--- config.mk ---
export PLATFORM = sky130hd
export DESIGN_NAME = vx_branch_resolver
export DESIGN_NICKNAME = d
export VERILOG_FILES = /design/src/rtl/vx_branch_resolver.sv
export SDC_FILE = /design/constraint.sdc
export NUM_CORES = 1
export LEC_CHECK = 0
export ABC_AREA = 1
export ABC_CLOCK_PERIOD_IN_PS = 3600
export CORE_MARGIN = 1.5
export CORE_UTILIZATION = 38
export DETAILED_ROUTE_END_ITERATION = 10
export PLACE_DENSITY_LB_ADDON = 0.1
export SETUP_SLACK_MARGIN = 0.5
export SYNTH_ARGS = -nofsm -noshare
export SYNTH_HDL_FRONTEND = slang
export SYNTH_SLANG_ARGS = --single-unit
--- constraint.sdc ---
create_clock -name clk -period 3.6 [get_ports clk]
set_input_delay 0.72 -clock clk [delete_from_list [all_inputs] [get_ports clk]]
set_output_delay 0.72 -clock clk [all_outputs]
set_load 0.02 [all_outputs]
--- src/rtl/vx_branch_resolver.sv ---
// vx_branch_resolver
//   Resolves committed branches against their prediction. On a mispredict
//   the block holds a pipeline flush for FLUSH_CYCLES cycles. It then offers
//   the corrected fetch PC until fetch accepts it.
//
//   Parameters
//     PC_BITS      width of all PC / target buses
//     FLUSH_CYCLES cycles branch_mispredict_flush is held (must be >= 1)
//
//   Ports
//     clk, reset                  clock, synchronous active-high reset
//     commit_valid/commit_ready   commit handshake from execute
//     commit_is_branch/_taken     resolved branch info
//     commit_target/_next_pc      resolved taken target / fall-through PC
//     pred_taken/pred_target      prediction made at fetch
//     decr                        pulse per accepted commit (inflight counter)
//     branch_mispredict_flush     pipeline flush request
//     redirect_valid/_ready/_pc   corrected PC handshake to fetch
//     perf_branches/_mispredicts  event counters
//
//   Build option
//     VX_BRANCH_RESOLVER_PERF_EN  when defined, enables the perf counters;
//                                 otherwise both perf outputs are tied to 0
module vx_branch_resolver #(
  parameter int unsigned PC_BITS      = 32,
  parameter int          FLUSH_CYCLES = 2
) (
  input  logic               clk,
  input  logic               reset,
  input  logic               commit_valid,
  output logic               commit_ready,
  input  logic               commit_is_branch,
  input  logic               commit_taken,
  input  logic [PC_BITS-1:0] commit_target,
  input  logic [PC_BITS-1:0] commit_next_pc,
  input  logic               pred_taken,
  input  logic [PC_BITS-1:0] pred_target,
  output logic               decr,
  output logic               branch_mispredict_flush,
  output logic               redirect_valid,
  input  logic               redirect_ready,
  output logic [PC_BITS-1:0] redirect_pc,
  output logic [31:0]        perf_branches,
  output logic [31:0]        perf_mispredicts
);

  if (FLUSH_CYCLES < 1) begin : g_bad_flush_cycles
    $error("vx_branch_resolver: FLUSH_CYCLES must be at least 1");
  end

  localparam int unsigned CNT_W = (FLUSH_CYCLES > 1) ? $clog2(FLUSH_CYCLES) : 1;
  localparam logic [CNT_W-1:0] FLUSH_LOAD = CNT_W'(FLUSH_CYCLES - 1);

  typedef enum logic [1:0] {
    IDLE,
    FLUSH,
    REDIRECT
  } state_t;

  state_t             state;
  logic [CNT_W-1:0]   flush_cnt;
  logic [PC_BITS-1:0] redirect_pc_q;
  logic               flush_q;
  logic               redirect_valid_q;
  logic               accept;
  logic               mispredict;

  // Accepting only in IDLE means accept already implies the IDLE state.
  // Masking with reset keeps decr quiet while reset is held.
  assign commit_ready = (state == IDLE) & ~reset;
  assign accept       = commit_valid & commit_ready;
  assign decr         = accept;

  assign mispredict = accept & commit_is_branch &
                      ((commit_taken != pred_taken) |
                       (commit_taken & pred_taken & (commit_target != pred_target)));

  always_ff @(posedge clk) begin
    if (reset) begin
      state            <= IDLE;
      flush_cnt        <= '0;
      redirect_pc_q    <= '0;
      flush_q          <= 1'b0;
      redirect_valid_q <= 1'b0;
    end else begin
      case (state)
        IDLE: begin
          if (mispredict) begin
            redirect_pc_q <= commit_taken ? commit_target : commit_next_pc;
            flush_cnt     <= FLUSH_LOAD;
            flush_q       <= 1'b1;
            state         <= FLUSH;
          end
        end
        FLUSH: begin
          if (flush_cnt == '0) begin
            flush_q          <= 1'b0;
            redirect_valid_q <= 1'b1;
            state            <= REDIRECT;
          end else begin
            flush_cnt <= flush_cnt - 1'b1;
          end
        end
        REDIRECT: begin
          if (redirect_ready) begin
            redirect_valid_q <= 1'b0;
            state            <= IDLE;
          end
        end
        default: begin
          flush_q          <= 1'b0;
          redirect_valid_q <= 1'b0;
          state            <= IDLE;
        end
      endcase
    end
  end

  assign branch_mispredict_flush = flush_q;
  assign redirect_valid          = redirect_valid_q;
  assign redirect_pc             = redirect_pc_q;

`ifdef VX_BRANCH_RESOLVER_PERF_EN
  logic [31:0] perf_br_q;
  logic [31:0] perf_mis_q;

  always_ff @(posedge clk) begin
    if (reset) begin
      perf_br_q  <= '0;
      perf_mis_q <= '0;
    end else begin
      if (accept & commit_is_branch) perf_br_q  <= perf_br_q + 32'd1;
      if (mispredict)                perf_mis_q <= perf_mis_q + 32'd1;
    end
  end

  assign perf_branches    = perf_br_q;
  assign perf_mispredicts = perf_mis_q;
`else
  assign perf_branches    = '0;
  assign perf_mispredicts = '0;
`endif

endmodule

## Yosys cells after proc, flatten, opt, wreduce, memory -nomap -nowiden

Cells that the tools add are included.

| storage, ports and cells | value |
|---|---|
| word-level logic and storage cells | 43 |
| input bits | 103 |
| register bits | 37 |
| output and inout port bits | 100 |

| cells by class | value |
|---|---|
| reductions and logical operators | 7 |
| equal/unequal tests | 7 |
| add/sub/neg operators | 1 |
| bitwise gates (word level) | 10 |
| multiplexer cells | 13 |

Operator list:

| kind | count |
|---|---|
| $mux 32 | 1 |
| $ne 32x32->1 | 1 |
| $reduce_and 3->1 | 3 |
| $and 1x1->1 | 6 |
| $mux 2 | 3 |
| $ne 2x2->1 const B | 3 |
| $pmux 1 s3 | 2 |
| $pmux 2 s3 | 1 |
| $mux 1 | 5 |
| $reduce_and 2->1 | 2 |
| $not 1->1 | 3 |
| $eq 2x1->1 const B | 1 |
| $eq 2x2->1 const B | 1 |
| $logic_not 2->1 | 1 |
| $pmux 1 s2 | 1 |
| $reduce_bool 2->1 | 1 |
| $ne 1x1->1 | 1 |
| $or 1x1->1 | 1 |
| $sub 1x1->1 const B | 1 |

## Depth between registers and ports, before layout

| logic depth | value |
|---|---|
| word-level depth | 7 |
| mapped depth | 15 |
| depth with buffers taken out | 14 |

## Least setup slack after synthesis

OpenSTA, ideal clock, no wires.

| timing | value |
|---|---|
| path type | input -> output |
| start point | input port reset |
| end point | output port decr |
| slack | 1.339 ns |
| data arrival time | 1.541 ns |
| required time | 2.880 ns |
| stages | 3 |
| cell sequence | nor3_1 -> nand2_1 -> inv_1 |

| between the ends | value |
|---|---|
| cells in the longest elaborated chain, start to end | 3 |

RTL lines:

| element | RTL line | source |
|---|---|---|
| from (decl) | 29 | `input logic reset,` |
| $not 1->1 | 70 | `assign commit_ready = (state == IDLE) & ~reset;` |
| $and 1x1->1 | 70 |  |
| $and 1x1->1 | 71 | `assign accept = commit_valid & commit_ready;` |
| to (decl) | 38 | `output logic decr,` |

No other way between the ends.

## Final worst setup path

Ends and elaborated chain as after synthesis.

==> qor.yml <==
status:
  status: "finished, final reports clean"
route:
  num_vias: 2719
  wirelength_mm: 6.589
  post_drt_via_cell_ratio: 4.040
  dr.pass1.iters: 4
  routedWlPerCell_um: 9.790
  antenna_left: 0
  drtIter0Drc: 39
  drc: 0
critical_path:
  setup.worst_path.start_class: "primary input"
  crit_cells: 5
  cp_data_required_time_ps: 2880
  worstRegToRegCells: 8
  arrival_ps: 2220
  slowest_delay_ps: 590
  cp_num_buf_inv: 3
  cp_top_family: "buffers and inverters"
  end_kind: "primary output"
  worst-setup-path-type: "primary input to primary output"
  crit_fanout: 7
  crit_path_frequent_cell: "clkdlybuf4s50_1"
  critPathSlowestCell: "clkdlybuf4s50_1"
  critical_path.cell_chain: "clkdlybuf4s50_1 -> nor3_1 -> nand2_1 -> inv_1 -> clkdlybuf4s50_1"
clocking:
  cts_htree_levels: 2
  cts_buffers: 5
  ctsResizeCount: 0
  clk_pin_slew_ps: 70
  insertion_delay_ps: 280
  cts_setup_buffers: 0
  clock_path_buffers: 2
  clock-sinks: 37
  cts-root-buf: "clkbuf_8"
  hold_buffers: 0
  cts_tree: "yes"
logic_synthesis:
  syn_area_sq_um: 2864
  synth_area_leaders: "dfxtp_1, buf_4, nand2_1, nor2_1, mux2_2"
  synth_top_area_cell: "dfxtp_1"
  synth.avg_cell_area_sq_um: 6.465
  ys_types: 18
  ys_warn_count: 0
  seq_area_frac_synth_pct: 25.86
  ys.flop_type: "dfxtp_1"
  synth_seq_cells: 37
  yosysTopAreaCellShare_pct: 25.86
  synth_edf_count: 0
  ys_async_sr_fraction_pct: 0
  synthCells: 443
run:
  drv_cap: 0
worst_hold_path:
  hold_class: "flop to flop"
  min_path_cells: 2
sta:
  post-route-min-period_ps: 2944
  setup_viol: 0
  rsz0062_at_grt: "false"
  clock.fmax_ghz: 0.3397
  skew_ps: 6.004
  fin_crit_sh_pct: 81.76
  final.setup.tns_ps: 0
  maxSlewViolCount: 0
  hold_viol: 0
  fin_ws_ps: 656.5
  whs_ps: 478.9
floorplan:
  die_w_um: 89.82
  dieArea_sq_um: 8067
  die_h_um: 89.82
  core-area_sq_um: 7253
  boundaryPins: 203
  rows: 31
  start_util_pct: 39.49
placed_design:
  placedInstanceArea_sq_um: 4068
  dp_cells: 667
  dp_slack_ps: 673.6
  gp_congestion: 0.7508
  dp_hpwl_mm: 5.232
  portBuffers: 138
global_routing:
  first_global_vias: 2529
  grt_max_degree: 55
  grtUsageTotal_pct: 16.34
  gr-total-overflow: 0
  antenna_found_initial: 0
  grt_pass1_wl_mm: 11.01
finish:
  layout-drive-gt1-share_pct: 6.794
  syn2layout_area_growth_pct: 44.60
  final_common_cell: "clkdlybuf4s50_1"
  nNetsFinal: 679
  finish.utilization_pct: 57.10
  final_cell_mix: "clkdlybuf4s50_1, nand2_1, nor2_1, conb_1, inv_1"
  diodes: 0
  final-instance-count-excl-fill: 673
  stdcell_area_sq_um: 4141
pwr:
  vdd_drop_max_uv: 115.0
  p_leak_nw: 2.000
  p_total_mw: 1.089
  power_density_nw_per_um2: 262.9
-- tightest hold or removal path, cell delays in order, from the launching register on --
cell      delay (ps)
dfxtp_1          310
inv_1             50
a221oi_1          60
-- cell families (layout without fill, tap and decap cells) --
logic type / count (synthesis) / after routing / synth area share (%)
other cells: 1 / 64 / 0.1309
simple gates: 206 / 206 / 27.17
buf+inv: 136 / 204 / 27.39
flops: 37 / 37 / 25.86
mux: 23 / 23 / 9.043
xor+xnor: 23 / 23 / 7.034
compound gates: 16 / 16 / 2.927
fa+ha+maj: 1 / 1 / 0.4368
-- where the power goes --
part           switching (mW)  total, mW  internal, mW
combinational           0.193      0.389         0.196
clock                   0.134      0.261         0.127
sequential            0.00954      0.438         0.429
-- final cells by class --
| type | instances | area [sq um] |
|---|---|---|
| flip-flops and latches | 37 | 740.7 |
| fillers | 732 | 3112 |
| repair buffers | 141 | 1411 |
| clock buffers | 5 | 68.82 |
| well taps | 99 | 123.9 |
| multi-input cells | 333 | 1578 |
| clock inverters | 1 | 5.005 |
| inverters | 57 | 214.0 |
-- final timing paths --
kind	startpoint	end	slack, ps
setup / recovery	reset	decr	660
hold / removal	redirect_valid	redirect_valid	480
setup reg to reg	state[1]	redirect_pc[26]	1940
hold reg to reg	redirect_valid	redirect_valid	480
-- metal layers --
layer  track usage (%)  share of wire (%)
met5                 0                  0
met4             3.836                1.2
met1             17.63                 40
met3             6.176                 10
met2             30.03                 49
-- flip-flops by register name (all words and copies together), names as in the netlist --
| signal | count |
|---|---|
| redirect_pc | 32 |
| redirect_valid | 1 |
| flush_cnt | 1 |
| branch_mispredict_flush | 1 |
| state | 2 |
-- cell usage after synthesis (2+ instances only) --
cell	number
nand2_1	119
nor2_1	85
buf_4	64
inv_1	52
dfxtp_1	37
mux2_2	23
xnor2_1	23
a21oi_1	13
clkbuf_1	8
inv_2	5
buf_6	4
buf_2	3
o21ai_0	2
(Power assumes the default switching activity.)
